[src/rtl/cordic_fm_demod.sv]
// Sequential vectoring-mode CORDIC FM discriminator: one micro-rotation per clock,
// reports phase, unnormalised magnitude and wrapped phase delta per I/Q sample.
module cordic_fm_demod #(
    parameter int unsigned BITS = 16,
    parameter int unsigned ITER = 16
) (
    input  logic                   clock,
    input  logic                   reset,
    input  logic                   in_valid,
    output logic                   in_ready,
    input  logic signed [BITS-1:0] in_i,
    input  logic signed [BITS-1:0] in_q,
    output logic                   out_valid,
    output logic [31:0]            out_phase,
    output logic [31:0]            out_freq,
    output logic [BITS:0]          out_mag
);
    localparam int unsigned W = BITS + 2;
    localparam logic [4:0] LastK = 5'(ITER - 1);

    typedef enum logic {StIdle, StRot} state_t;

    state_t               state;
    logic [4:0]           k;
    logic signed [W-1:0]  x, y;
    logic [31:0]          z;
    logic [31:0]          prev_phase;
    logic                 primed;
    logic                 zero;

    logic signed [W-1:0]  i_ext, q_ext, pre_x, pre_y;
    logic [31:0]          pre_z;
    logic signed [W-1:0]  x_sh, y_sh, x_rot, y_rot;
    logic [31:0]          z_rot, atan_k, phase_fin;

    function automatic logic [31:0] atan_lut(input logic [4:0] idx);
        case (idx)
            5'd0:  atan_lut = 32'h2000_0000;
            5'd1:  atan_lut = 32'h12E4_051D;
            5'd2:  atan_lut = 32'h09FB_385B;
            5'd3:  atan_lut = 32'h0511_11D4;
            5'd4:  atan_lut = 32'h028B_0D43;
            5'd5:  atan_lut = 32'h0145_D7E1;
            5'd6:  atan_lut = 32'h00A2_F61E;
            5'd7:  atan_lut = 32'h0051_7C55;
            5'd8:  atan_lut = 32'h0028_BE53;
            5'd9:  atan_lut = 32'h0014_5F2E;
            5'd10: atan_lut = 32'h000A_2F98;
            5'd11: atan_lut = 32'h0005_17CC;
            5'd12: atan_lut = 32'h0002_8BE6;
            5'd13: atan_lut = 32'h0001_45F3;
            5'd14: atan_lut = 32'h0000_A2F9;
            5'd15: atan_lut = 32'h0000_517C;
            5'd16: atan_lut = 32'h0000_28BE;
            5'd17: atan_lut = 32'h0000_145F;
            5'd18: atan_lut = 32'h0000_0A2F;
            5'd19: atan_lut = 32'h0000_0517;
            5'd20: atan_lut = 32'h0000_028B;
            5'd21: atan_lut = 32'h0000_0145;
            5'd22: atan_lut = 32'h0000_00A2;
            5'd23: atan_lut = 32'h0000_0051;
            5'd24: atan_lut = 32'h0000_0028;
            5'd25: atan_lut = 32'h0000_0014;
            5'd26: atan_lut = 32'h0000_000A;
            5'd27: atan_lut = 32'h0000_0005;
            5'd28: atan_lut = 32'h0000_0002;
            5'd29: atan_lut = 32'h0000_0001;
            default: atan_lut = 32'h0000_0000;
        endcase
    endfunction

    assign in_ready = reset && (state == StIdle);

    // Fold the left half-plane onto the right so the iterations always converge.
    always_comb begin
        i_ext = W'(in_i);
        q_ext = W'(in_q);
        pre_x = i_ext;
        pre_y = q_ext;
        pre_z = 32'h0000_0000;
        if (in_i[BITS-1]) begin
            if (!in_q[BITS-1]) begin
                pre_x = q_ext;
                pre_y = -i_ext;
                pre_z = 32'h4000_0000;
            end else begin
                pre_x = -q_ext;
                pre_y = i_ext;
                pre_z = 32'hC000_0000;
            end
        end
    end

    always_comb begin
        atan_k = atan_lut(k);
        x_sh   = x >>> k;
        y_sh   = y >>> k;
        if (y[W-1]) begin
            x_rot = x - y_sh;
            y_rot = y + x_sh;
            z_rot = z - atan_k;
        end else begin
            x_rot = x + y_sh;
            y_rot = y - x_sh;
            z_rot = z + atan_k;
        end
        // A zero vector has no defined angle; report 0 rather than the accumulated table sum.
        phase_fin = zero ? 32'h0000_0000 : z_rot;
    end

    always_ff @(posedge clock or negedge reset) begin
        if (!reset) begin
            state      <= StIdle;
            k          <= '0;
            x          <= '0;
            y          <= '0;
            z          <= '0;
            zero       <= 1'b0;
            prev_phase <= '0;
            primed     <= 1'b0;
            out_valid  <= 1'b0;
            out_phase  <= '0;
            out_freq   <= '0;
            out_mag    <= '0;
        end else begin
            out_valid <= 1'b0;
            case (state)
                StIdle: begin
                    if (in_valid) begin
                        x     <= pre_x;
                        y     <= pre_y;
                        z     <= pre_z;
                        zero  <= (in_i == '0) && (in_q == '0);
                        k     <= '0;
                        state <= StRot;
                    end
                end
                StRot: begin
                    x <= x_rot;
                    y <= y_rot;
                    z <= z_rot;
                    k <= k + 5'd1;
                    if (k == LastK) begin
                        out_phase  <= phase_fin;
                        out_mag    <= x_rot[W-1] ? '0 : x_rot[BITS:0];
                        out_freq   <= primed ? (phase_fin - prev_phase) : 32'h0000_0000;
                        prev_phase <= phase_fin;
                        primed     <= 1'b1;
                        out_valid  <= 1'b1;
                        k          <= '0;
                        state      <= StIdle;
                    end
                end
                default: state <= StIdle;
            endcase
        end
    end
endmodule

[config.mk]
export PLATFORM = sky130hd
export DESIGN_NAME = cordic_fm_demod
export DESIGN_NICKNAME = d
export VERILOG_FILES = /design/src/rtl/cordic_fm_demod.sv
export SDC_FILE = /design/constraint.sdc
export NUM_CORES = 1
export LEC_CHECK = 0
export CAP_MARGIN = 0
export CELL_PAD_IN_SITES_DETAIL_PLACEMENT = 1
export CELL_PAD_IN_SITES_GLOBAL_PLACEMENT = 1
export CORE_AREA = 8 8 204 206
export CTS_CLUSTER_DIAMETER = 60
export DETAILED_ROUTE_END_ITERATION = 8
export DIE_AREA = 0 0 212 214
export GPL_TIMING_DRIVEN = 1
export PLACE_DENSITY = 0.85
export SETUP_SLACK_MARGIN = 0.5
export SLEW_MARGIN = 20
export SYNTH_ARGS = -nofsm -noshare
export SYNTH_HDL_FRONTEND = slang
export SYNTH_SLANG_ARGS = --single-unit
export TNS_END_PERCENT = 20
[constraint.sdc]
create_clock -name clock -period 6.65 [get_ports clock]
set_clock_uncertainty 0.1 [all_clocks]
set_input_delay 1.995 -clock clock [delete_from_list [all_inputs] [get_ports clock]]
set_output_delay 1.995 -clock clock [all_outputs]
set_load 0.01 [all_outputs]
==> results of run 1 <==
## cell usage after synthesis (4+ instances only)
| library cell | number | area [um^2] |
|---|---|---|
| o21ai_1 | 4 | 20.0 |
| a22o_1 | 10 | 87.6 |
| nor3b_1 | 4 | 30.0 |
| and2_1 | 4 | 25.0 |
| a21oi_1 | 166 | 831 |
| or3_1 | 4 | 25.0 |
| o211ai_1 | 10 | 75.1 |
| nand4_1 | 6 | 37.5 |
| nand3_1 | 27 | 135 |
| o31ai_1 | 23 | 173 |
| xnor2_1 | 94 | 823 |
| o21bai_1 | 14 | 105 |
| a221oi_1 | 9 | 78.8 |
| mux2i_1 | 52 | 521 |
| or2_2 | 11 | 68.8 |
| o32ai_1 | 5 | 43.8 |
| nor2b_1 | 30 | 188 |
| mux4_2 | 38 | 856 |
| o41ai_1 | 7 | 61.3 |
| fa_1 | 4 | 80.1 |
| a31oi_1 | 23 | 144 |
| o31ai_2 | 5 | 62.6 |
| buf_1 | 13 | 48.8 |
| o21a_1 | 15 | 113 |
| a211oi_1 | 33 | 248 |
| a21boi_0 | 7 | 52.6 |
| xor2_1 | 69 | 604 |
| a21o_1 | 45 | 338 |
| o22ai_1 | 12 | 75.1 |
| buf_2 | 12 | 60.1 |
| nand2_1 | 209 | 785 |
| mux2_2 | 11 | 124 |
| o21ai_0 | 167 | 836 |
| nor3_1 | 24 | 120 |
| nor4_1 | 9 | 56.3 |
| nor2_1 | 187 | 702 |
| o31a_1 | 4 | 35.0 |
| a41oi_1 | 4 | 35.0 |
| and3_1 | 11 | 68.8 |
| ha_1 | 109 | 1360 |
| nand2b_1 | 28 | 175 |
| clkbuf_1 | 78 | 293 |
| inv_1 | 78 | 293 |
| dfrtp_1 | 158 | 3950 |
## placed cells by master, fill, tap and decap left out, types with 10 or more instances in the layout
| cell type | count |
|---|---|
| nor2b_1 | 29 |
| buf_4 | 147 |
| nand2_1 | 206 |
| a22o_1 | 10 |
| o22ai_1 | 12 |
| mux4_2 | 38 |
| buf_6 | 10 |
| mux2_2 | 10 |
| a31oi_1 | 20 |
| dfrtp_1 | 151 |
| a211oi_1 | 29 |
| o211ai_1 | 10 |
| inv_1 | 76 |
| a21oi_2 | 16 |
| nor2_1 | 178 |
| o21ai_0 | 152 |
| o31ai_1 | 23 |
| xor2_1 | 63 |
| o21a_1 | 15 |
| o21bai_1 | 14 |
| nand3_1 | 24 |
| o21ai_1 | 15 |
| xnor2_1 | 93 |
| and3_1 | 10 |
| nand2b_1 | 27 |
| ha_1 | 99 |
| clkdlybuf4s50_1 | 115 |
| clkbuf_16 | 17 |
| nor3_1 | 22 |
| mux2i_1 | 51 |
| a21oi_1 | 146 |
| a21o_1 | 45 |
## metal layers
layer	vias to the layer above	wire, um	part of all wire [%]	GRT usage, %
li1	7169	-	-	-
met1	8131	24400	38	29.3
met2	593	33600	52	47.5
met3	236	2960	4.6	3.99
met4	2	3750	5.8	15.2
met5	-	12	0.019	0
## area by class of cell
cell class,count,area (um^2),share of cell area [%]
clock buffers,23,478,2.49
multi-input cells,1548,11300,58.7
flip-flops and latches,158,3960,20.6
clock inverters,9,123,0.638
repair buffers,274,2390,12.5
well taps,518,648,3.37
inverters,83,324,1.69
## cell families (layout without fill, tap and decap cells)
logic type / Yosys count / after routing / share of synthesized area, %
XOR/XNOR: 165 / 165 / 9.44
buffers and inverters: 191 / 389 / 4.98
AND/OR/NAND/NOR: 571 / 571 / 16.7
adder cells (fa/ha/maj): 113 / 113 / 9.34
flip-flops: 158 / 158 / 25.6
multiplexers: 101 / 101 / 9.70
AO/OA/AOI/OAI: 598 / 598 / 24.2
## worst paths after layout
| path | start | end | cells past startpoint | slack, ps |
|---|---|---|---|---|
| worst max-delay path | k[1]$_DFFE_PN0P_ | out_freq[29]$_DFFE_PN0P_ | 35 | -400 |
| worst min-delay path | out_mag[4]$_DFFE_PN0P_ | out_mag[4]$_DFFE_PN0P_ | 2 | 380 |
| worst max register to register | k[1]$_DFFE_PN0P_ | out_freq[29]$_DFFE_PN0P_ | 35 | -400 |
| worst min register to register | out_mag[4]$_DFFE_PN0P_ | out_mag[4]$_DFFE_PN0P_ | 2 | 380 |
| max in group asynchronous | reset | k[1]$_DFFE_PN0P_ | 3 | 3440 |
| min in group asynchronous | reset | z[9]$_DFFE_PN0P_ | 2 | 1600 |
## registers in the layout, summed over array words and instances (netlist names)
name and cells:
out_mag 17, x 18, zero 1, z 32
k 5, y 18, out_freq 32, state 1
out_valid 1, primed 1, prev_phase 32
## what timing repair did
action                                 4_1_cts  5_1_grt
cloned                                       0        0
endpoints found under the hold margin        0        0
setup endpoints to repair                   39       48
resized for setup                           54       60
pin swaps                                   33       35
buffers inserted                            29       17
## critical path, delay by kind of cell (launching register included)
family                   cells  cell delay, ps
adder cells (fa/ha/maj)      4             980
flip-flops                   1             470
AO/OA/AOI/OAI               15            3060
XOR/XNOR                     1             210
AND/OR/NAND/NOR              9            1210
buffers and inverters        5             640
multiplexers                 1             230
## per-stage QoR
step / TNS (ps) / worst slack (ps)
CTS: 0 / 15.8
global route: -6630 / -636
finish: -3330 / -403
global placement: -19.3 / -19.3
detailed placement: -767 / -189
floorplan: -48.0 / -48.0
==> flow_summary.yaml, run 1 <==
outcome:
  outcome: "complete, but fails checks"
  violations: "setup timing"
synth:
  ys_warn_count: 0
  synth_edf_count: 0
  synth-seq-cells: 158
  yosys.cell_types.count: 83
  synth.avg_cell_area_um2: 8.15
  synthArstFlopShare_pct: 100
  syn_inst: 1897
  seq_area_frac_synth_pct: 25.6
  synth_fp_nets: 2045
  synth_ff_type: "dfrtp_1"
  netlist_area_mm2: 0.0155
finish:
  fill_cells: 4525
  syn2layout_area_growth_pct: 24.3
  final_cells: 2613
  drive_gt1_share_pct: 17.4
  nNetsFinal: 2230
  n_antenna_cell: 0
  post-route-util_pct: 50.2
  fin_area_mm2: 0.0192
critical_path:
  cp_max_fo: 8
  crit_path_start_kind: "register"
  cp-end-kind: "register"
  arrival_ps: 7270
  slowest_stage: "dfrtp_2"
  worst_path_most_repeated_cell: "nor2b_1"
  slowest_delay_ps: 470
  critical_path_class: "register to register"
  crit_required_ps: 6870
global_route:
  grt_pass1_wl_mm: 96.0
  grt_antenna_before_repair: 1
  grt_pass1_vias: 17200
  grt_max_degree: 76
  grt_usage_pct: 26.5
  overflow: 0
timing:
  finalSetupViolations: 13
  slew_headroom_pct: 26.7
  timing_max_transition_violations_final: 0
  worstMarginPinSlew_ps: 1100
  post-route-period-util_pct: 106
  clock.fmax_mhz: 142
  fin_hold_ws_ps: 379
  fin_crit_ps: 7050
  fin_ws_ps: -403
  rsz0062_at_grt: "true"
  hold_violations: 0
placement:
  place_hpwl_mm: 44.9
  dp_cells: 2535
  place_area_mm2: 0.0178
  io_buffers: 117
  place_congestion: 0.978
floorplanning:
  io_pins: 118
  die_x_um: 212
  num_rows: 72
  fp.dieH_um: 214
  initial_core_util_pct: 40.4
  core_area_mm2: 0.0383
  dieArea_mm2: 0.0454
clock_tree:
  cts_max_path_buffers: 2
  htree_levels: 4
  holdBufCountCts: 0
  cts_root_buf: "clkbuf_16"
  cts_tree: "built"
  clock_latency_ps: 490
  clock_sinks: 158
  cts_buffers: 17
  clkTransAtPathRegs_ps: 70
worst_hold_path:
  hold_class: "register to register"
drt:
  via_per_inst: 6.17
  vias: 16100
  first_pass_iters: 5
  drc: 0
  drt_iter0_drc: 1252
  routed_wirelength_mm: 64.7
  avgRoutedWirePerCell_um: 24.8
  drtAntennaViolNets: 0
job:
  cap_violations: 0
Power of run 1 is left out: the tool's default activity adds up to more than one toggle a clock period on the data nets, which glitch-free logic cannot reach.
==> run 2: changes to the inputs <==
--- a/config.mk
+++ b/config.mk
@@ -19,4 +19,3 @@
 export SYNTH_ARGS = -nofsm -noshare
 export SYNTH_HDL_FRONTEND = slang
 export SYNTH_SLANG_ARGS = --single-unit
-export TNS_END_PERCENT = 20
==> run 2 against run 1 <==
Against the previous run:
- the flow still finishes with violations (setup timing)
- register-to-register slack worse by 70 ps
- final area increased by 1.1%
- sequential cell count unchanged
- critical path type unchanged
- critical endpoint is now out_freq[31]$_DFFE_PN0P_
- largest cell class unchanged
==> flow_summary.yaml, run 2 (synthesis results as in run 1) <==
timing:
  rsz0062_at_grt: "true"
  slew_headroom_pct: 37.1
  timing_max_transition_violations_final: 0
  worstMarginPinSlew_ps: 940
  hold_violations: 0
  clock.fmax_mhz: 140
  fin_hold_ws_ps: 381
  post-route-period-util_pct: 107
  finalSetupViolations: 15
  fin_crit_ps: 7130
  fin_ws_ps: -475
clock_tree:
  cts_root_buf: "clkbuf_16"
  cts_tree: "built"
  cts_buffers: 17
  clock_sinks: 158
  cts_max_path_buffers: 2
  holdBufCountCts: 0
  htree_levels: 4
  clkTransAtPathRegs_ps: 80
  clock_latency_ps: 480
finish:
  fill_cells: 4502
  n_antenna_cell: 0
  fin_area_mm2: 0.0194
  mostFrequentLayoutCells: "207 x nand2_1, 179 x nor2_1, 160 x buf_4"
  final_cells: 2624
  final_common_cell: "nand2_1"
  nNetsFinal: 2241
  drive_gt1_share_pct: 18.5
  top_regs: "out_freq x32, prev_phase x32, z x32"
  syn2layout_area_growth_pct: 25.6
global_route:
  grt_pass1_wl_mm: 98.0
  grt_usage_pct: 27.0
  grt_max_degree: 62
  grt_antenna_before_repair: 0
  grt_pass1_vias: 17100
  overflow: 0
placement:
  place_area_mm2: 0.0178
  place_hpwl_mm: 45.2
  io_buffers: 117
  dp_cells: 2532
  place_congestion: 0.980
drt:
  routed_wirelength_mm: 64.9
  drc: 0
  drt_iter0_drc: 1138
  drtAntennaViolNets: 0
  vias: 16100
  avgRoutedWirePerCell_um: 24.7
  first_pass_iters: 7
  via_per_inst: 6.14
critical_path:
  arrival_ps: 7380
  r2r_cells: 31
  cp-end-kind: "register"
  reg2reg_from: "k[1]$_DFFE_PN0P_"
  cp_max_fo: 5
  r2r-end: "out_freq[31]$_DFFE_PN0P_"
  crit_path_start_kind: "register"
  slowest_delay_ps: 580
  critical_path_class: "register to register"
  crit_required_ps: 6900
  critPathLaunch: "k[1]$_DFFE_PN0P_"
  slowest_stage: "or4b_4"
  worstSetupEndpoint: "out_freq[31]$_DFFE_PN0P_"
  r2r_slack_ps: -480
floorplanning:
  die_x_um: 212
  num_rows: 72
  dieArea_mm2: 0.0454
  initial_core_util_pct: 40.4
  fp.dieH_um: 214
  core_area_mm2: 0.0383
  io_pins: 118
job:
  cap_violations: 0
outcome:
  violations: "setup timing"
  outcome: "complete, but fails checks"
worst_hold_path:
  hold_class: "register to register"
==> run 2: layout make-up <==
cell class | count | area [um^2] | share of cell area (%)
sequential | 158 | 3960 | 20.4
tap | 518 | 648 | 3.34
multi-input combinational | 1548 | 11400 | 58.6
timing repair buffer | 285 | 2510 | 12.9
clock inverter | 15 | 170 | 0.876
clock buffer | 17 | 425 | 2.19
inverter | 83 | 324 | 1.67
==> run 2: routing by layer <==
layer	vias to the layer above	wire length, um	GRT usage, %	share of wire, %
met5	-	0	0	0
met4	0	3940	14.2	6.1
met3	243	2820	3.77	4.3
met2	600	33300	48.6	51
met1	8081	24800	30.5	38
li1	7199	-	-	-
==> run 2: how the worst min path moves through the flow <==
| stage | slack (ps) | endpoint | cells after the start | startpoint |
|---|---|---|---|---|
| after floorplan | 350 | z[2]$_DFFE_PN0P_ | 2 | z[2]$_DFFE_PN0P_ |
| final | 380 | out_mag[6]$_DFFE_PN0P_ | 2 | out_mag[6]$_DFFE_PN0P_ |
| after CTS | 390 | out_mag[6]$_DFFE_PN0P_ | 2 | out_mag[6]$_DFFE_PN0P_ |
| after global routing | 410 | out_mag[3]$_DFFE_PN0P_ | 2 | out_mag[3]$_DFFE_PN0P_ |
| after detailed placement | 370 | out_mag[6]$_DFFE_PN0P_ | 2 | out_mag[6]$_DFFE_PN0P_ |
| after global placement | 360 | out_freq[0]$_DFFE_PN0P_ | 2 | out_freq[0]$_DFFE_PN0P_ |
==> run 2: stage by stage <==
stage	utilization [%]	setup TNS [ps]	setup WS [ps]
floorplan	-	-47.8	-47.8
global placement	46.4	0	130
detailed placement	46.4	-188	-97.2
CTS	49.5	-312	-134
global route	50.7	-7510	-712
finish	50.7	-3370	-475
==> run 2: timing repair <==
action / 4_1_cts / 5_1_grt
setup buffers: 43 / 17
pin swaps: 36 / 43
gates resized for setup: 61 / 77
endpoints found under the setup margin: 38 / 34
==> run 2: critical path, delay by kind of cell (launching register included) <==
family / cells / cell delay, ps
adders and majority gates: 2 / 740
AOI/OAI and AO/OA: 12 / 2370
buffers and inverters: 3 / 450
and+or+nand+nor: 11 / 2390
xor gates and xnor gates: 3 / 490
DFF: 1 / 470
Power of run 2 is left out for the same reason.
==> run 3: changes to the inputs <==
--- a/config.mk
+++ b/config.mk
@@ -6,14 +6,12 @@
 export NUM_CORES = 1
 export LEC_CHECK = 0
 export CAP_MARGIN = 0
-export CELL_PAD_IN_SITES_DETAIL_PLACEMENT = 1
-export CELL_PAD_IN_SITES_GLOBAL_PLACEMENT = 1
-export CORE_AREA = 8 8 204 206
+export CORE_AREA = 8 8 177 179
 export CTS_CLUSTER_DIAMETER = 60
 export DETAILED_ROUTE_END_ITERATION = 8
-export DIE_AREA = 0 0 212 214
+export DIE_AREA = 0 0 185 187
 export GPL_TIMING_DRIVEN = 1
-export PLACE_DENSITY = 0.85
+export PLACE_DENSITY = 0.81
 export SETUP_SLACK_MARGIN = 0.5
 export SLEW_MARGIN = 20
 export SYNTH_ARGS = -nofsm -noshare
==> run 3 against run 2 <==
Against the previous run:
- the flow now finishes without violations
- routed wire length shrank 18%
- clock-buffer cell count grew 1
- final cell count shrank 5.0%
- core utilization grew 17 points
- critical endpoint is now out_freq[17]$_DFFE_PN0P_
- die area shrank 24%
- non-clock buffer count grew 2
==> flow_summary.yaml, run 3 (synthesis results as in run 1) <==
outcome:
  outcome: "finished clean"
clock_tree:
  clkTransAtPathRegs_ps: 70
  cts_root_buf: "clkbuf_16"
  cts_max_path_buffers: 2
  htree_levels: 4
  cts_buffers: 17
  clock_sinks: 158
  cts_tree: "built"
  clock_latency_ps: 450
  holdBufCountCts: 0
global_route:
  overflow: 0
  grt_pass1_vias: 15600
  grt_pass1_wl_mm: 82.4
  grt_usage_pct: 29.5
  grt_max_degree: 73
  grt_antenna_before_repair: 0
critical_path:
  reg2reg_from: "k[0]$_DFFE_PN0P_"
  critical_path_class: "register to register"
  r2r-end: "out_freq[17]$_DFFE_PN0P_"
  crit_path_start_kind: "register"
  arrival_ps: 6810
  slowest_delay_ps: 490
  r2r_cells: 38
  cp_num_buf_inv: 13
  crit_required_ps: 6850
  slowest_stage: "mux4_2"
  r2r_slack_ps: 40
  worst_path_most_repeated_cell: "buf_4"
  cp_max_fo: 7
  cp-end-kind: "register"
  crit_family: "compound AO/OA/AOI/OAI gates"
timing:
  hold_violations: 0
  rsz0062_at_grt: "true"
  timing_max_transition_violations_final: 0
  fin_crit_ps: 6610
  finalSetupViolations: 0
  worstMarginPinSlew_ps: 1080
  post-route-period-util_pct: 99.5
  fin_ws_ps: 35.5
  clock.fmax_mhz: 151
  slew_headroom_pct: 27.9
  fin_tns_setup_ps: 0
placement:
  dp_cells: 2377
  io_buffers: 117
  place_congestion: 1.01
  place_hpwl_mm: 37.4
  place_area_mm2: 0.0174
  post-place-ws_ps: -33.5
worst_hold_path:
  worstHoldStart: "out_freq[3]$_DFFE_PN0P_"
  hold_class: "register to register"
  hold_end: "out_freq[3]$_DFFE_PN0P_"
  min_path_cells: 1
floorplanning:
  num_rows: 62
  fp.dieH_um: 187
  die_x_um: 185
  initial_core_util_pct: 54.5
  io_pins: 118
  core_area_mm2: 0.0284
  dieArea_mm2: 0.0346
drt:
  drc: 0
  drtAntennaViolNets: 0
  wl_met3_mm: 3.54
  avgRoutedWirePerCell_um: 21.3
  vias: 15800
  first_pass_iters: 6
  wl_met2_mm: 26.2
  dr.max_layer_used: "met4"
  via_per_inst: 6.34
  drt_iter0_drc: 1617
  routed_wirelength_mm: 53.0
  m1WireLength_mm: 20.0
finish:
  final_common_cell: "nand2_1"
  fin_area_mm2: 0.0194
  top_regs: "out_freq x32, prev_phase x32, z x32"
  drive_gt1_share_pct: 19.1
  syn2layout_area_growth_pct: 25.2
  n_antenna_cell: 0
  mostFrequentLayoutCells: "206 x nand2_1, 177 x nor2_1, 152 x dfrtp_1"
  nNetsFinal: 2243
  fill_cells: 2282
  final_cells: 2492
job:
  cap_violations: 0
[run 3: through the flow]
step	hold WS (ps)	utilization, %
2_1_floorplan	354	-
3_3_place_gp	352	61.4
3_5_place_dp	366	61.4
4_1_cts	381	66.1
5_1_grt	401	68.2
6_report	375	68.2
[run 3: cell type report]
| class | count | area, um^2 | area share (%) |
|---|---|---|---|
| clock inverter | 14 | 155 | 0.802 |
| sequential | 158 | 3970 | 20.5 |
| multi-input combinational | 1548 | 11400 | 59.0 |
| tap | 384 | 480 | 2.48 |
| inverter | 83 | 324 | 1.67 |
| timing repair buffer | 287 | 2570 | 13.3 |
| clock buffer | 18 | 429 | 2.22 |
[run 3: worst max path at each step]
stage,start,end,depth (start not counted)
after CTS,k[1]$_DFFE_PN0P_,out_freq[31]$_DFFE_PN0P_,32
after floorplan,k[0]$_DFFE_PN0P_,out_freq[31]$_DFFE_PN0P_,34
after detailed placement,k[1]$_DFFE_PN0P_,out_freq[30]$_DFFE_PN0P_,33
after global placement,k[1]$_DFFE_PN0P_,out_freq[31]$_DFFE_PN0P_,33
after global routing,k[1]$_DFFE_PN0P_,out_freq[31]$_DFFE_PN0P_,33
final,k[0]$_DFFE_PN0P_,out_freq[17]$_DFFE_PN0P_,38
[run 3: repair_timing]
item	4_1_cts	5_1_grt
setup endpoints to repair	35	44
cloned	0	1
gates resized for setup	69	85
setup buffers	61	21
pin swaps	50	41
[run 3: worst reg2reg max path: cells and delay by family, from the launching register on]
kind | cells | cell delay, ps
AO/OA/AOI/OAI | 11 | 1740
buffers and inverters | 13 | 1630
flip-flops | 1 | 470
multiplexers | 2 | 680
adder cells (fa/ha/maj) | 4 | 950
XOR/XNOR | 1 | 170
AND/OR/NAND/NOR | 7 | 720
[run 3: routing by layer]
metal	global-route usage, %	up-vias
met5	0	-
met4	16.8	0
met3	4.14	227
met2	50.9	764
met1	34.5	7581
li1	-	7221
Power of run 3 is left out for the same reason.
